## config.mk

```make
export PLATFORM = sky130hd
export DESIGN_NAME = result_serializer
export DESIGN_NICKNAME = d
export VERILOG_FILES = /design/src/rtl/mm_pkg.sv /design/src/rtl/result_byte_mux.sv /design/src/rtl/result_serializer.sv
export SDC_FILE = /design/constraint.sdc
export NUM_CORES = 1
export LEC_CHECK = 0
export BUFFER_PORTS_ARGS = -buffer_cell sky130_fd_sc_hd__clkbuf_2
export CAP_MARGIN = 5
export CELL_PAD_IN_SITES_DETAIL_PLACEMENT = 2
export CELL_PAD_IN_SITES_GLOBAL_PLACEMENT = 2
export CORE_ASPECT_RATIO = 1.4
export CORE_MARGIN = 1
export CORE_UTILIZATION = 30
export DETAILED_ROUTE_END_ITERATION = 8
export GPL_TIMING_DRIVEN = 0
export PLACE_DENSITY_LB_ADDON = 0.1
export SYNTH_ARGS = -nofsm -noshare
export SYNTH_HDL_FRONTEND = slang
export SYNTH_SLANG_ARGS = --single-unit
```

## constraint.sdc

```tcl
create_clock -name clk -period 6.1 [get_ports clk]
set_clock_uncertainty 0.2 [all_clocks]
set_input_delay 0.305 -clock clk [delete_from_list [all_inputs] [get_ports clk]]
set_output_delay 0.305 -clock clk [all_outputs]
set_load 0.005 [all_outputs]
```

## src/rtl/mm_pkg.sv

```systemverilog
// Shared parameters and FSM state type for the array multiplier datapath
// (input loader, core and result serializer).
package mm_pkg;

  localparam int N_ELEM = 9;
  localparam int RES_W  = 18;
  localparam int BYTE_W = 8;
  localparam int BPW    = (RES_W + BYTE_W - 1) / BYTE_W;
  localparam int TOTAL  = N_ELEM * BPW;
  localparam int EXT_W  = BPW * BYTE_W;
  localparam int WIDX_W = (N_ELEM > 1) ? $clog2(N_ELEM) : 1;
  localparam int BIDX_W = (BPW > 1) ? $clog2(BPW) : 1;
  localparam int IDX_W  = (TOTAL > 1) ? $clog2(TOTAL) : 1;

  typedef enum logic [1:0] {
    IDLE = 2'd0,
    SEND = 2'd1,
    FIN  = 2'd2
  } state_e;

endpackage

```

## src/rtl/result_byte_mux.sv

```systemverilog
// Combinational byte selector: picks byte (word_idx, byte_idx) out of a
// zero-extended word image, most-significant byte of each word first.
module result_byte_mux
  import mm_pkg::*;
(
  input  logic [N_ELEM*EXT_W-1:0] snap_i,
  input  logic [WIDX_W-1:0]       word_idx_i,
  input  logic [BIDX_W-1:0]       byte_idx_i,
  output logic [BYTE_W-1:0]       byte_o
);

  logic [BYTE_W-1:0] byte_tbl [TOTAL];
  logic [IDX_W-1:0]  flat_idx;

  // Flatten into transmit order so the select is a single array lookup.
  generate
    for (genvar gi = 0; gi < N_ELEM; gi++) begin : g_word
      for (genvar gk = 0; gk < BPW; gk++) begin : g_byte
        assign byte_tbl[gi*BPW + gk] = snap_i[gi*EXT_W + (BPW-1-gk)*BYTE_W +: BYTE_W];
      end
    end
  endgenerate

  assign flat_idx = IDX_W'(word_idx_i) * IDX_W'(BPW) + IDX_W'(byte_idx_i);
  assign byte_o   = (flat_idx < IDX_W'(TOTAL)) ? byte_tbl[flat_idx] : '0;

endmodule

```

## src/rtl/result_serializer.sv

```systemverilog
// Snapshots the product matrix on start and streams it out one byte per
// valid/ready transfer, word 0 first, MS byte of each word first.
module result_serializer
  import mm_pkg::*;
(
  input  logic                    clk,
  input  logic                    reset,
  input  logic                    start,
  input  logic [N_ELEM*RES_W-1:0] C_flat,
  output logic [BYTE_W-1:0]       out_data,
  output logic                    out_valid,
  input  logic                    out_ready,
  output logic                    busy,
  output logic                    done
);

  state_e                  state_q, state_d;
  logic [WIDX_W-1:0]       word_idx_q, word_idx_d;
  logic [BIDX_W-1:0]       byte_idx_q, byte_idx_d;
  logic [N_ELEM*EXT_W-1:0] snap_q, snap_d;
  logic [BYTE_W-1:0]       out_data_q, out_data_d;
  logic                    out_valid_q, out_valid_d;

  logic [N_ELEM*EXT_W-1:0] c_ext;
  logic [N_ELEM*EXT_W-1:0] mux_src;
  logic [WIDX_W-1:0]       mux_word, next_word;
  logic [BIDX_W-1:0]       mux_byte, next_byte;
  logic [BYTE_W-1:0]       mux_out;
  logic                    last_in_word, last_xfer, xfer;

  generate
    for (genvar gi = 0; gi < N_ELEM; gi++) begin : g_ext
      assign c_ext[gi*EXT_W +: EXT_W] = EXT_W'(C_flat[gi*RES_W +: RES_W]);
    end
  endgenerate

  // In IDLE the mux looks at the live input so byte 0 is registered on the
  // same edge that captures the snapshot; otherwise it fetches the next byte.
  always_comb begin
    last_in_word = (byte_idx_q == BIDX_W'(BPW-1));
    last_xfer    = last_in_word && (word_idx_q == WIDX_W'(N_ELEM-1));
    xfer         = out_valid_q && out_ready;
    next_byte    = last_in_word ? '0 : byte_idx_q + BIDX_W'(1);
    next_word    = last_in_word ? word_idx_q + WIDX_W'(1) : word_idx_q;
    if (state_q == IDLE) begin
      mux_src  = c_ext;
      mux_word = '0;
      mux_byte = '0;
    end else begin
      mux_src  = snap_q;
      mux_word = next_word;
      mux_byte = next_byte;
    end
  end

  result_byte_mux u_byte_mux (
    .snap_i     (mux_src),
    .word_idx_i (mux_word),
    .byte_idx_i (mux_byte),
    .byte_o     (mux_out)
  );

  always_comb begin
    state_d     = state_q;
    word_idx_d  = word_idx_q;
    byte_idx_d  = byte_idx_q;
    snap_d      = snap_q;
    out_data_d  = out_data_q;
    out_valid_d = out_valid_q;
    case (state_q)
      IDLE: begin
        if (start) begin
          snap_d      = c_ext;
          word_idx_d  = '0;
          byte_idx_d  = '0;
          out_data_d  = mux_out;
          out_valid_d = 1'b1;
          state_d     = SEND;
        end
      end
      SEND: begin
        if (xfer) begin
          if (last_xfer) begin
            word_idx_d  = '0;
            byte_idx_d  = '0;
            out_data_d  = '0;
            out_valid_d = 1'b0;
            state_d     = FIN;
          end else begin
            word_idx_d  = next_word;
            byte_idx_d  = next_byte;
            out_data_d  = mux_out;
          end
        end
      end
      FIN:     state_d = IDLE;
      default: state_d = IDLE;
    endcase
  end

  always_ff @(posedge clk or posedge reset) begin
    if (reset) begin
      state_q     <= IDLE;
      word_idx_q  <= '0;
      byte_idx_q  <= '0;
      snap_q      <= '0;
      out_data_q  <= '0;
      out_valid_q <= 1'b0;
    end else begin
      state_q     <= state_d;
      word_idx_q  <= word_idx_d;
      byte_idx_q  <= byte_idx_d;
      snap_q      <= snap_d;
      out_data_q  <= out_data_d;
      out_valid_q <= out_valid_d;
    end
  end

  assign out_data  = out_data_q;
  assign out_valid = out_valid_q;
  assign busy      = (state_q == SEND);
  assign done      = (state_q == FIN);

endmodule

```

==> results of run 1 <==
-- state kept, by name, indices dropped and copies added, names as in the netlist --
| signal | count |
|---|---|
| state_q | 2 |
| out_valid | 1 |
| out_data | 8 |
| word_idx_q | 4 |
| snap_q | 162 |
| byte_idx_q | 2 |
-- cell usage after synthesis (15+ instances only) --
| library cell | count |
|---|---|
| a21oi_1 | 31 |
| nand3_1 | 21 |
| dfrtp_1 | 179 |
| mux2i_1 | 21 |
| a31oi_1 | 17 |
| o21ai_0 | 40 |
| nand2_1 | 597 |
| a311oi_1 | 15 |
| nor3_1 | 18 |
| clkbuf_1 | 54 |
| buf_2 | 15 |
| nor2_1 | 52 |
-- power breakdown --
group	internal, mW	switching [mW]	total, mW
logic	1.63	3.67	5.30
clock network	0.653	0.509	1.16
registers	1.76	0.423	2.18
total	4.04	4.60	8.64
-- area by class of cell --
class / instances / area, µm² / share of cell area
clock buffers: 22 / 454 / 0.0347
flip-flops and latches: 179 / 4480 / 0.342
plain buffers: 81 / 360 / 0.0275
inverters: 10 / 45.0 / 0.00344
repair buffers: 341 / 2550 / 0.195
clock inverters: 9 / 131 / 0.0100
well taps: 390 / 488 / 0.0373
multi-input cells: 936 / 4580 / 0.350
-- worst reg2reg max path, stage by stage (launching register included) --
cell      delay (ns)
dfrtp_1         0.33
buf_2           0.21
or2_1           0.13
buf_2           0.20
buf_2           0.36
buf_4           0.36
clkbuf_4        0.36
nand2_1         0.19
fa_1            0.54
inv_1           0.04
ha_1            0.26
buf_2           0.31
buf_2           0.29
buf_2           0.38
o21ai_0         0.44
a21oi_1         0.26
a211oi_1        0.11
o31ai_1         0.62
a32o_1          0.26
-- per-layer routing --
metal  part of all wire  up-vias  global-route usage
li1                   -     4706                   -
met1               0.41     5376               0.376
met2               0.53      281               0.565
met3              0.035       76              0.0371
met4              0.029        0               0.112
met5                  0        -                   0
-- path summary, 6_finish.rpt --
check,from,to,slack (ns),cells past startpoint
worst max-delay path,state_q[0]$_DFFE_PP0P_,out_data[2]$_DFFE_PP0P_,0.21,18
worst min-delay path,reset,word_idx_q[1]$_DFFE_PP0P_,0.26,3
worst max register to register,state_q[0]$_DFFE_PP0P_,out_data[2]$_DFFE_PP0P_,0.21,18
worst min register to register,snap_q[161]$_DFFE_PP0P_,snap_q[161]$_DFFE_PP0P_,0.28,2
max in group asynchronous,reset,snap_q[101]$_DFFE_PP0P_,4.44,4
min in group clk,snap_q[161]$_DFFE_PP0P_,snap_q[161]$_DFFE_PP0P_,0.28,2
-- repair_timing --
item	4_1_cts	5_1_grt
endpoints found under the setup margin	8	6
hold buffers	164	0
endpoints found under the hold margin	234	0
resized for setup	10	1
-- per-stage QoR --
stage / utilization / instance area [µm²]
after detailed placement: 0.351 / 10800
after global placement: 0.350 / 10800
final: 0.425 / 13100
after floorplan: - / 9420
after global routing: 0.425 / 13100
after CTS: 0.425 / 13100
-- cells by family after synthesis --
kind of cell    after synthesis  share of synthesized area
simple gates                721                      0.304
buf+inv                      91                     0.0399
fa+ha+maj                     7                     0.0109
mux                          27                     0.0319
flops                       179                      0.476
compound gates              174                      0.127
xor+xnor                      7                     0.0101
==> results.yml, run 1 <==
sta:
  fin_crit_sh: 0.966
  relSlewSlack: 0.305
  period_needed_ns: 5.89
  setup_tns_ns: 0
  holdWs_ns: 0.260
  fin_ws_ns: 0.209
  rsz0062_at_grt: "no"
  hold_viol: 0
  tightest_slew_ns: 1.04
  fmax_ghz: 0.170
  report.final.slew_viol_count: 0
  finalSetupViolations: 0
die:
  chipHeight_um: 212
  row_count: 76
  initial_utilization: 0.306
  core_area_mm2: 0.0308
  ioPinCount: 177
  dieWidth_um: 152
  dieArea_mm2: 0.0321
setup_path:
  cp_common_cell: "buf_2"
  critPathKind: "flip-flop to flip-flop"
  critPathBufInv: 9
  crit_chain: "buf_2 > or2_1 > buf_2 > buf_2 > buf_4 > clkbuf_4 > nand2_1 > fa_1 > inv_1 > ha_1 > buf_2 > buf_2 > buf_2 > o21ai_0 > a21oi_1 > a211oi_1 > o31ai_1 > a32o_1"
  max_stage_delay_ns: 0.62
  slowest_stage: "o31ai_1"
  cp_max_fo: 10
  startpoint_type: "flip-flop"
  worstPathArrival_ns: 6.08
  critPathTopFamily: "buffers and inverters"
  cp.required_ns: 6.29
  endpoint_kind: "flip-flop"
clocking:
  clk_pin_slew_ns: 0.07
  cts_sinks: 179
  cts_max_level: 4
  clk_latency_ns: 0.45
  cts_root_buffer: "clkbuf_16"
  cts_buffers: 17
  cts.path.max_buffers: 2
  cts_setup_buffers: 0
  tritoncts: "built"
global_routing:
  grt_pass1_wl_um: 72400
  grt_pass1_vias: 11586
  grt_max_degree: 111
  grt_util_all_layers: 0.313
  antenna_found_initial: 0
  overflow: 0
synthesis:
  synthesis.nets: 1379
  async_flop_share: 1.00
  syn_area_per_cell_um2: 7.81
  ys.warnings.count: 0
  synth_top_area_frac: 0.476
  ys_types: 65
  synthesis.area_mm2: 0.00942
  syn_inst: 1206
  synth_flop_cell: "dfrtp_1"
  synth_edf_count: 0
  ys_seq_elements: 179
  yosysTopAreaCell: "dfrtp_1"
  ys_seq_area_frac: 0.476
  synthTopCellsByArea: "dfrtp_1, nand2_1, mux2i_1"
cells_and_area:
  fillers: 3496
  area_growth_pct: 39.0
  fin_nets: 1739
  num_antenna_cells: 0
  instances_no_fill: 1968
  final_cell_mix: "nand2_1, dfrtp_1, clkbuf_2"
  layout-drive-gt1-share: 0.155
  final_common_cell: "nand2_1"
placed_design:
  dp_worst_setup_slack_ns: -0.369
  dp_hpwl_um: 33100
  place_congestion: 0.869
  io_buffers: 176
  place_inst: 1773
run_status:
  status: "finished, final reports clean"
routing:
  post_drt_via_cell_ratio: 5.30
  num_vias: 10439
  drt_iter0_drc: 632
  final_antenna_net_count: 0
  wirelength_um: 48200
  drc: 0
  routedWlPerCell_um: 24.5
  first_pass_iters: 5
job:
  drv_cap: 0
pwr:
  p_leak_nw: 6.46
  power_mw: 8.64
  vdd_drop_max_mv: 0.388
  powerDensity_mw_per_mm2: 660
min_path:
  hold_path_class: "primary input to async pin"
Note: power is estimated with default switching activity, not from simulation.
==> inputs of run 2 (changes only) <==
- RECOVER_POWER: unset -> 50
==> run 2 against run 1 <==
- the flow now finishes with violations (max-capacitance violations, max-slew violations)
- sequential cell count did not move
- critical path type unchanged
- wire length is essentially flat
- utilization about the same
- total power grew 0.14%
- worst setup slack improved by 0.026 ns
- global-route usage stayed put
- highest routed layer unchanged
- sequential share of layout area hardly changed
- clock power about the same
- sequential power barely moved
- combinational power is essentially flat
==> results.yml, run 2 (synthesized netlist as in run 1, its figures left out) <==
routing:
  wirelength_met1_um: 19500
  first_pass_iters: 4
  wl_met2_um: 25500
  post_drt_via_cell_ratio: 5.30
  dr_wl_met3_um: 1670
  wirelength_um: 48200
  num_vias: 10426
  drt_iter0_drc: 642
  routedWlPerCell_um: 24.5
  drc: 0
  final_antenna_net_count: 0
  routed.top_layer: "met4"
cells_and_area:
  multi_input_area_mm2: 0.00458
  area_growth_pct: 38.8
  largest_register_ffs: 162
  layout.area.seq_mm2: 0.00448
  final_common_cell: "nand2_1"
  final_cell_mix: "nand2_1, dfrtp_1, clkbuf_2"
  fin_nets: 1739
  num_antenna_cells: 0
  layout-drive-gt1-share: 0.150
  fillers: 3499
  largest-register: "snap_q"
placed_design:
  io_buffers: 176
  dp_worst_setup_slack_ns: -0.369
  dp_hpwl_um: 33100
  place_congestion: 0.869
clocking:
  cts_root_buffer: "clkbuf_16"
  cts_setup_buffers: 0
  clk_latency_ns: 0.45
  cts_buffers: 17
  cts_max_level: 4
  clk_pin_slew_ns: 0.07
  cts_sinks: 179
  tritoncts: "built"
  cts.path.max_buffers: 2
setup_path:
  endpoint_kind: "flip-flop"
  critPathKind: "flip-flop to flip-flop"
  cp_max_fo: 10
  cp_common_cell: "buf_2"
  startpoint_type: "flip-flop"
  r2r_slack_ns: 0.23
  slowest_stage: "o31ai_1"
  cp.required_ns: 6.29
  max_stage_delay_ns: 0.62
  worstPathArrival_ns: 6.05
  crit_chain: "buf_2 > or2_1 > buf_2 > buf_2 > buf_4 > clkbuf_4 > nand2_1 > fa_1 > inv_1 > ha_1 > buf_2 > buf_2 > buf_2 > o21ai_0 > a21oi_1 > a211oi_1 > o31ai_1 > a32o_1"
die:
  dieArea_mm2: 0.0321
  core_area_mm2: 0.0308
  dieWidth_um: 152
  chipHeight_um: 212
  ioPinCount: 177
  row_count: 76
  initial_utilization: 0.306
global_routing:
  grt_pass1_wl_um: 72400
  grt_util_all_layers: 0.313
  grt_pass1_vias: 11586
  grt_max_degree: 111
  overflow: 0
  antenna_found_initial: 0
sta:
  tightest_slew_ns: 3.42
  report.final.slew_viol_count: 70
  relSlewSlack: -1.29
  hold_viol: 0
  fin_crit_sh: 0.962
  rsz0062_at_grt: "no"
  finalSetupViolations: 0
  setup_tns_ns: 0
  fmax_ghz: 0.170
  fin_ws_ns: 0.235
  period_needed_ns: 5.87
min_path:
  hold_path_class: "flip-flop to flip-flop"
job:
  drv_cap: 1
pwr:
  p_leak_nw: 6.44
  combPwrFrac: 0.614
  powerDensity_mw_per_mm2: 662
  p_sw_mw: 4.61
  vdd_drop_max_mv: 0.388
  p_seq_frac: 0.252
  swShare: 0.533
  power_mw: 8.65
  p_int_mw: 4.04
  p_clk_frac: 0.135
run_status:
  violations: "max-capacitance violations, max-slew violations"
  status: "complete, but fails checks"
-- run 2: cell count changes in the layout (fill, tap and decap cells not counted), sizes merged --
| cell | before | now |
|---|---|---|
| inv | 10 | 9 |
| clkinvlp | 3 | 4 |
-- run 2: path summary, 6_finish.rpt --
check | from | end | cells past startpoint
max | state_q[0]$_DFFE_PP0P_ | out_data[2]$_DFFE_PP0P_ | 18
min | snap_q[161]$_DFFE_PP0P_ | snap_q[161]$_DFFE_PP0P_ | 2
max reg2reg | state_q[0]$_DFFE_PP0P_ | out_data[2]$_DFFE_PP0P_ | 18
min reg2reg | snap_q[161]$_DFFE_PP0P_ | snap_q[161]$_DFFE_PP0P_ | 2
max in group asynchronous | reset | snap_q[101]$_DFFE_PP0P_ | 4
min in group asynchronous | reset | word_idx_q[1]$_DFFE_PP0P_ | 3
-- run 2: final cells by class --
class	instances	share of cell area
Buffer	81	0.0276
Clock buffer	22	0.0347
Sequential cell	179	0.343
Clock inverter	9	0.0100
Tap cell	390	0.0373
Inverter	10	0.00297
Timing Repair Buffer	341	0.194
Multi-Input combinational cell	936	0.350
-- run 2: routing by layer --
layer  vias up  GRT usage
met5         -          0
met3        83     0.0371
met1      5359      0.376
li1       4708          -
met2       276      0.565
met4         0      0.112
-- run 2: per-stage QoR --
step | utilization | std cells | area, µm² | hold slack [ns]
finish | 0.424 | 1968 | 13100 | 0.282
global route | 0.424 | 1968 | 13100 | 0.307
CTS | 0.425 | 1968 | 13100 | 0.273
detailed placement | 0.351 | 1773 | 10800 | 0.204
global placement | 0.350 | 1772 | 10800 | 0.252
floorplan | - | 1206 | 9420 | 0.210
-- run 2: worst max-delay path: cells and delay by family (launching register included) --
kind | cells | cell delay (ns)
AO/OA/AOI/OAI | 5 | 1.66
flip-flops | 1 | 0.33
adder cells (fa/ha/maj) | 2 | 0.80
AND/OR/NAND/NOR | 2 | 0.30
buffers and inverters | 9 | 2.46
-- run 2: power groups by stage --
stage | clock (mW) | combinational (mW) | sequential (mW)
after CTS | 1.18 | 5.19 | 2.17
after global placement | 0 | 4.91 | 2.16
after floorplan | 0 | 2.96 | 2.00
final | 1.17 | 5.31 | 2.18
after global routing | 1.22 | 5.60 | 2.24
after detailed placement | 0 | 5.02 | 2.18
-- run 2: repair_timing --
action	4_1_cts	5_1_grt
hold endpoints to repair	234	0
gates resized for setup	10	1
setup endpoints to repair	8	6
pin swaps	0	0
hold buffers	164	0
